**config.mk**
```make
export PLATFORM = sky130hd
export DESIGN_NAME = uart_rx_fifo
export DESIGN_NICKNAME = d
export VERILOG_FILES = /design/src/rtl/uart_rx_fifo.sv
export SDC_FILE = /design/constraint.sdc
export NUM_CORES = 1
export LEC_CHECK = 0
export ABC_CLOCK_PERIOD_IN_PS = 8910
export CORE_ASPECT_RATIO = 1.4
export CORE_UTILIZATION = 40
export CTS_BUF_LIST = sky130_fd_sc_hd__clkbuf_4 sky130_fd_sc_hd__clkbuf_8 sky130_fd_sc_hd__clkbuf_16
export DETAILED_ROUTE_END_ITERATION = 8
export PLACE_DENSITY = 0.67
export SYNTH_ARGS = -nofsm -noshare
export SYNTH_HDL_FRONTEND = slang
export SYNTH_SLANG_ARGS = --single-unit
```
**constraint.sdc**
```tcl
create_clock -name clk -period 8.91 [get_ports clk]
set_clock_uncertainty 0.1 [all_clocks]
set_input_delay 0.891 -clock clk [delete_from_list [all_inputs] [get_ports clk]]
set_output_delay 0.891 -clock clk [all_outputs]
set_load 0.1 [all_outputs]
```
**src/rtl/uart_rx_fifo.sv**
```systemverilog
// UART receiver with mid-bit sampling, parity/stop checking
// and a show-ahead receive FIFO with sticky error flags.
module uart_rx_fifo #(
  parameter int CLKS_PER_BIT = 217,
  parameter int DATA_BITS    = 8,
  parameter int PARITY       = 0,
  parameter int STOP_BITS    = 1,
  parameter int FIFO_DEPTH   = 16
) (
  input  logic                               clk,
  input  logic                               rst,
  input  logic                               rxd,
  input  logic                               rd_en,
  output logic [DATA_BITS-1:0]               rd_data,
  output logic                               rd_valid,
  output logic [$clog2(FIFO_DEPTH+1)-1:0]    count,
  input  logic                               clr_err,
  output logic                               overflow,
  output logic                               frame_err,
  output logic                               parity_err
);
  localparam int CW = $clog2(CLKS_PER_BIT);
  localparam int AW = $clog2(FIFO_DEPTH);
  localparam int NW = $clog2(FIFO_DEPTH+1);
  localparam int BW = $clog2(DATA_BITS+1);
  localparam logic [CW-1:0] CNT_FULL = CW'(CLKS_PER_BIT-1);
  localparam logic [CW-1:0] CNT_HALF = CW'(CLKS_PER_BIT/2-1);
  localparam logic [BW-1:0] LAST_BIT = BW'(DATA_BITS-1);
  localparam logic [NW-1:0] FULL_CNT = NW'(FIFO_DEPTH);
  localparam logic LAST_STOP = (STOP_BITS == 2);
  localparam logic ODD_PAR = (PARITY == 1);

  typedef enum logic [2:0] {
    S_IDLE, S_START, S_DATA, S_PARITY, S_STOP, S_BREAK
  } state_t;

  state_t               state_q, state_d;
  logic                 meta_q, meta_d;
  logic                 rxs_q, rxs_d;
  logic                 prev_q, prev_d;
  logic                 fall_q, fall_d;
  logic [CW-1:0]        cnt_q, cnt_d;
  logic [BW-1:0]        bit_q, bit_d;
  logic [DATA_BITS-1:0] shift_q, shift_d;
  logic                 bad_par_q, bad_par_d;
  logic                 stop_q, stop_d;
  logic [AW-1:0]        wr_ptr_q, wr_ptr_d;
  logic [AW-1:0]        rd_ptr_q, rd_ptr_d;
  logic [NW-1:0]        count_q, count_d;
  logic                 ov_q, ov_d;
  logic                 fe_q, fe_d;
  logic                 pe_q, pe_d;
  logic [DATA_BITS-1:0] mem_q [FIFO_DEPTH];

  logic tick, push, set_fe, set_pe;
  logic do_push, do_pop, set_ov;

  always_comb begin
    meta_d    = rxd;
    rxs_d     = meta_q;
    prev_d    = rxs_q;
    fall_d    = prev_q & ~rxs_q;
    state_d   = state_q;
    cnt_d     = cnt_q;
    bit_d     = bit_q;
    shift_d   = shift_q;
    bad_par_d = bad_par_q;
    stop_d    = stop_q;
    push      = 1'b0;
    set_fe    = 1'b0;
    set_pe    = 1'b0;
    tick      = (cnt_q == '0);
    if (state_q != S_IDLE && state_q != S_BREAK)
      cnt_d = tick ? CNT_FULL : cnt_q - 1'b1;
    unique case (state_q)
      S_IDLE: begin
        if (fall_q) begin
          state_d = S_START;
          cnt_d   = CNT_HALF;
        end
      end
      S_START: begin
        if (tick) begin
          if (rxs_q) begin
            state_d = S_IDLE;
          end else begin
            state_d   = S_DATA;
            bit_d     = '0;
            bad_par_d = 1'b0;
            stop_d    = 1'b0;
          end
        end
      end
      S_DATA: begin
        if (tick) begin
          shift_d = {rxs_q, shift_q[DATA_BITS-1:1]};
          bit_d   = bit_q + 1'b1;
          if (bit_q == LAST_BIT)
            state_d = (PARITY != 0) ? S_PARITY : S_STOP;
        end
      end
      S_PARITY: begin
        if (tick) begin
          bad_par_d = rxs_q != (^shift_q ^ ODD_PAR);
          state_d   = S_STOP;
        end
      end
      S_STOP: begin
        if (tick) begin
          stop_d = 1'b1;
          if (!rxs_q) begin
            set_fe  = 1'b1;
            state_d = S_BREAK;
          end else if (stop_q == LAST_STOP) begin
            set_pe  = bad_par_q;
            push    = ~bad_par_q;
            state_d = S_IDLE;
          end
        end
      end
      S_BREAK: begin
        if (rxs_q) state_d = S_IDLE;
      end
      default: state_d = S_IDLE;
    endcase
  end

  // A full FIFO still accepts a byte when a pop frees a slot
  always_comb begin
    do_pop   = rd_en && (count_q != '0);
    do_push  = push && (count_q != FULL_CNT || do_pop);
    set_ov   = push && !do_push;
    wr_ptr_d = wr_ptr_q;
    rd_ptr_d = rd_ptr_q;
    count_d  = count_q;
    if (do_push) wr_ptr_d = wr_ptr_q + 1'b1;
    if (do_pop)  rd_ptr_d = rd_ptr_q + 1'b1;
    if (do_push && !do_pop) count_d = count_q + 1'b1;
    if (!do_push && do_pop) count_d = count_q - 1'b1;
    ov_d = (ov_q & ~clr_err) | set_ov;
    fe_d = (fe_q & ~clr_err) | set_fe;
    pe_d = (pe_q & ~clr_err) | set_pe;
  end

  always_ff @(posedge clk or posedge rst) begin
    if (rst) begin
      meta_q    <= 1'b1;
      rxs_q     <= 1'b1;
      prev_q    <= 1'b1;
      fall_q    <= 1'b0;
      state_q   <= S_IDLE;
      cnt_q     <= '0;
      bit_q     <= '0;
      shift_q   <= '0;
      bad_par_q <= 1'b0;
      stop_q    <= 1'b0;
      wr_ptr_q  <= '0;
      rd_ptr_q  <= '0;
      count_q   <= '0;
      ov_q      <= 1'b0;
      fe_q      <= 1'b0;
      pe_q      <= 1'b0;
    end else begin
      meta_q    <= meta_d;
      rxs_q     <= rxs_d;
      prev_q    <= prev_d;
      fall_q    <= fall_d;
      state_q   <= state_d;
      cnt_q     <= cnt_d;
      bit_q     <= bit_d;
      shift_q   <= shift_d;
      bad_par_q <= bad_par_d;
      stop_q    <= stop_d;
      wr_ptr_q  <= wr_ptr_d;
      rd_ptr_q  <= rd_ptr_d;
      count_q   <= count_d;
      ov_q      <= ov_d;
      fe_q      <= fe_d;
      pe_q      <= pe_d;
    end
  end

  always_ff @(posedge clk) begin
    if (do_push) mem_q[wr_ptr_q] <= shift_q;
  end

  assign rd_valid   = (count_q != '0);
  assign rd_data    = rd_valid ? mem_q[rd_ptr_q] : '0;
  assign count      = count_q;
  assign overflow   = ov_q;
  assign frame_err  = fe_q;
  assign parity_err = pe_q;
endmodule

```
---- Word level (Yosys, flattened, before mapping) ----
Memories as Yosys holds them, arrays and structs flattened.
Index checks and enable logic that the tools add are counted.
storage, ports and cells
  word-level logic and storage cells ...... 115
  RAM bits ................................ 128
  register bits ........................... 45
  memories kept ........................... 1
memory list
  memory  words  width  read ports  clocked after Yosys merged registers in  wr ports  RTL line  RTL
  mem_q   16     8      1           0                                        1         53        logic [DATA_BITS-1:0] mem_q [FIFO_DEPTH];
cells by class
  $add $sub $neg .......................... 6
  eq/ne operators ......................... 18
  reduce and logical (&&, ||, !) cells .... 23
  bitwise gates (word level) .............. 10
  muxes and demuxes ....................... 41
operator list
  kind                                                 count
  2-to-1 mux 8 bit                                     5
  2-to-1 mux 3 bit                                     9
  one-hot mux 3 bit (6 select lines)                   1
  2-to-1 mux 1 bit                                     17
  inequality test 2 bit, second input constant         8
  adder 4 x 1 -> 4 bit, second input constant          3
  2-to-1 mux 4 bit                                     3
  AND reduction 4 bit                                  3
  2-to-1 mux 5 bit                                     2
  logical NOT 8 bit                                    1
  one-hot mux 4 bit (2 select lines)                   1
  AND reduction 8 bit                                  1
  nonzero test 2 bit                                   4
  parity 8 bit                                         1
  subtractor 8 x 1 -> 8 bit, second input constant     1
  equality test 3 x 2 -> 1 bit, second input constant  2
  equality test 3 bit, second input constant           2
  logical AND 1 bit                                    6
  inequality test 3 bit, second input constant         2
  adder 5 x 1 -> 5 bit, second input constant          1
  inequality test 5 bit, second input constant         1
  nonzero test 5 bit                                   1
  subtractor 5 x 1 -> 5 bit, second input constant     1
  bitwise AND 1 bit                                    4
  12 further kinds                                     18

---- Longest topological paths before layout ----
  depth in word-level cells ............... 9
  depth in mapped cells ................... 11

---- Least setup slack after synthesis ----
OpenSTA, ideal clock, no wires.
  kind .................................... flip-flop to output port
  start ................................... register count_q[1], in the netlist count[1]
  end ..................................... output rd_data[0]
  data arrival time ....................... 3.253 ns
  buffers on the path ..................... 1
  cell stages (with the launch flop) ...... 5
  setup slack ............................. 4.666 ns
  cells stage by stage .................... dfrtp_1 -> or4_1 -> or2_2 -> clkbuf_1 -> and2_1
on the way
  longest elaborated chain between the ends .. 2
ends and longest elaborated chain
  what                      RTL line  RTL
  start: declaration        49        logic [NW-1:0] count_q, count_d;
  start signal: assignment  176       count_q <= count_d;
  nonzero test 5 bit        187       assign rd_valid = (count_q != '0);
  net rd_valid              15        output logic rd_valid,
  2-to-1 mux 8 bit          188       assign rd_data = rd_valid ? mem_q[rd_ptr_q] : '0;
  end: declaration          14        output logic [DATA_BITS-1:0] rd_data,
The timed path passes the listed nets, and every way through them passes these cells.

---- Final worst setup path ----
  start ................................... register rd_ptr_q[0]
  end ..................................... output rd_data[4]
on the way
  longest elaborated chain between the ends .. 2
ends and longest elaborated chain
  what                      RTL line  RTL
  start: declaration        48        logic [AW-1:0] rd_ptr_q, rd_ptr_d;
  start signal: assignment  175       rd_ptr_q <= rd_ptr_d;
  memory read (16 x 8 bit)  --
  2-to-1 mux 8 bit          188
No other way between the ends.

==> reports/metrics.cfg <==
[pwr]
switching_share_pct = 36.34
power_density_mw_per_mm2 = 289.9
power_report.internal_total_mw = 1.545
p_seq_share_pct = 43.1
switchingPower_mw = 0.8816
power.share.combinational_pct = 29.1
clock_power_share_pct = 27.8
power.ir.vdd_worst_mv = 0.1556
cellLeakagePower_nw = 2.812

[setup_path]
timing.critical_path.arrival_ns = 3.72
startpoint_of_the_lowest_slack_register_to_register_path = state_q[0]
worst-endpoint-required_ns = 7.92
worstPathMaxFanout = 26
worstSetupStartpointType = register
worst-setup-path-type = register to output pin
timing.critical_path.to_type = output pin
worst_setup_path_startpoint = rd_ptr_q[0]

[clocking]
cts_buffer_count = 17
worst_setup_hold_path_clk_slew_ns = 0.06
insertion_delay_ns = 0.42
post_cts_resized = 0
ctsHtreeMaxLevel = 4
number_of_buffers_on_the_longest_clock_path = 2
post_cts_buffers = 0
ctsHoldBuffers = 0
root_buffer = clkbuf_16
tritoncts_num_sinks = 173
tritoncts_clock_tree = built

[placement]
gp_congestion = 0.8196
placement.io_buffers = 21
half_perimeter_wire_length_after_placement_mm = 9.384
dp_cell_count = 688

[logic_synthesis]
synth.distinct_cells = 51
yosys.area.top_type_share_pct = 52.11
netlist_top_cells_area = edfxtp_1 52%, dfrtp_1 14%, mux4_2 12%
yosysSeqAreaShare_pct = 67.43
postSynthCellCount = 444
synth.net_count = 458
ys.flop_type = edfxtp_1
synth_edf_count = 128
synth.cells.most_frequent = 128 x edfxtp_1, 42 x dfrtp_1, 40 x mux4_2, 19 x nor2_1, 19 x xnor2_1
synth_area_per_cell_sq_um = 16.61
synth_area_sq_mm = 0.007376
synth_register_bits = 173
synthesis.yosys.warnings = 0
yosys.cell_count.top_type = edfxtp_1
async_flop_share_pct = 26.01
synth_top_cell_by_area = edfxtp_1

[sta]
timing_worst_slew_pin_value_ns = 0.9905
slew_headroom_pct = 33.72
fin_tns_setup_ns = 0
finalCriticalPeriod_ns = 4.708
rsz_0062_raised_after_global_routing = no
slew_viol_final = 0
report.final.hold_viol_count = 0
clock.fmax_mhz = 212.4
setup_viol = 0
fin_crit_sh_pct = 52.84

[routing]
drt_first_iter_violations = 249
overall_routed_net_length_mm = 14.26
first_pass_iters = 4
route.detailed.vias_per_inst = 5.414
drt_wl_cell_um = 19.80
ant_nets = 0
route.vias.total = 3898
drc = 0

[floorplanning]
ios = 22
die_height_um = 162.7
chipWidth_um = 116.8
core_area_sq_mm = 0.01800
die_area_sq_mm = 0.01899
num_rows = 58
initial_utilization_pct = 40.98

[final_layout]
final-instance-count-excl-fill = 720
num-nets-final = 481
multiInputGateArea_sq_mm = 0.002247
final_layout_size_suffix_gt1_share_pct = 21.46
insertedDiodeCount = 0
synthToLayoutAreaGrowth_pct = 13.49
n_fill_cell = 1577
area.sequential_sq_mm = 0.004976

[hold_path]
hp-class = register to register
worstHoldStart = meta_q

[global_routing]
grt.met2_usage_pct = 28.21
global_route.peak_usage_layer = met2
groute.usage.overall_pct = 16.44
grt.met1_usage_pct = 19.78
antenna_found_initial = 0
grt_overflow_total = 0
gr-usage-met3_pct = 3.684
grt_max_degree = 46
via_count_of_the_first_global_routing_pass = 4050
grt_pass1_wl_mm = 22.46

[job]
max_cap_violations = 0

[run_status]
status = finished clean

## layer usage
metal	share of wire (%)	vias up	routed length (um)
met4	2.5	0	361
met5	0	-	0
met2	54	96	7738
met3	4.6	20	650
li1	-	1780	-
met1	39	2002	5504
## stage by stage
step / instance area, sq um / setup WS, ns / power [mW] / hold slack [ns] / util, %
2_1_floorplan: 7376 / 4.666 / 1.617 / 0.2452 / -
3_3_place_gp: 7828 / 4.608 / 1.760 / 0.2462 / 43.49
3_5_place_dp: 7828 / 4.583 / 1.774 / 0.2494 / 43.49
4_1_cts: 8371 / 4.139 / 2.445 / 0.2589 / 46.51
5_1_grt: 8371 / 4.016 / 2.537 / 0.2641 / 46.51
6_report: 8371 / 4.202 / 2.426 / 0.2564 / 46.51
## registers in the layout, summed over array words and instances, names as in the netlist
| register | flops |
|---|---|
| cnt_q | 8 |
| meta_q | 1 |
| frame_err | 1 |
| prev_q | 1 |
| wr_ptr_q | 4 |
| rd_ptr_q | 4 |
| shift_q | 8 |
| mem_q | 128 |
| prev_d | 1 |
| fall_q | 1 |
| bad_par_q | 1 |
| parity_err | 1 |
| state_q | 3 |
| count | 5 |
| bit_q | 4 |
| stop_q | 1 |
| overflow | 1 |
## final cells by class
type	instances	area share, %
Clock inverter	14	1.315
Clock buffer	18	5.172
Sequential cell	173	59.45
Tap cell	240	3.587
Multi-Input combinational cell	234	26.85
Inverter	15	0.6726
Timing Repair Buffer	26	2.960
## cells by family after synthesis
group	synth area share (%)
compound gates	4.088
buf+inv	2.103
flops	67.43
simple gates	7.922
mux	14.44
xor+xnor	2.494
fa+ha+maj	1.527
## cells in the final DEF (no fill, tap or decap), drive strengths merged, types with 4 or more instances in the layout
cell | synthesis | routed
clkinv | 0 | 9
ha | 9 | 9
o31ai | 4 | 4
nor4 | 10 | 10
a211oi | 4 | 4
mux2i | 4 | 4
xnor2 | 19 | 19
clkbuf | 14 | 18
clkdlybuf4s50 | 0 | 21
inv | 15 | 20
buf | 8 | 5
edfxtp | 128 | 128
mux2 | 11 | 11
mux4 | 40 | 40
dfrtp | 42 | 42
nor2 | 21 | 21
or4 | 4 | 4
a21oi | 11 | 11
nor3 | 13 | 13
a31oi | 5 | 5
and2 | 17 | 17
nand2 | 17 | 17
o21ai | 7 | 7
## final timing paths
kind,end,slack (ns),depth (start not counted)
min reg2reg,prev_d,0.26,0
min in group asynchronous,bit_q[0],0.92,2
min,prev_d,0.26,0
max reg2reg,mem_q[10][5],5.26,5
max,rd_data[4],4.20,5
max in group asynchronous,rd_ptr_q[1],7.12,2
## power groups by stage
stage | Combinational [mW] | Clock [mW] | Sequential (mW)
CTS | 0.713 | 0.686 | 1.05
global placement | 0.700 | 0 | 1.06
finish | 0.706 | 0.675 | 1.05
detailed placement | 0.710 | 0 | 1.06
floorplan | 0.571 | 0 | 1.05
global route | 0.755 | 0.719 | 1.06
## worst max-delay path, cell delays in order, from the launching register on
cell             delay [ns]
dfrtp_2                0.54
buf_4                  0.49
mux4_2                 0.57
mux4_2                 0.50
and2_1                 0.18
clkdlybuf4s50_1        0.97
No activity file was read; power rests on OpenSTA's default activity.
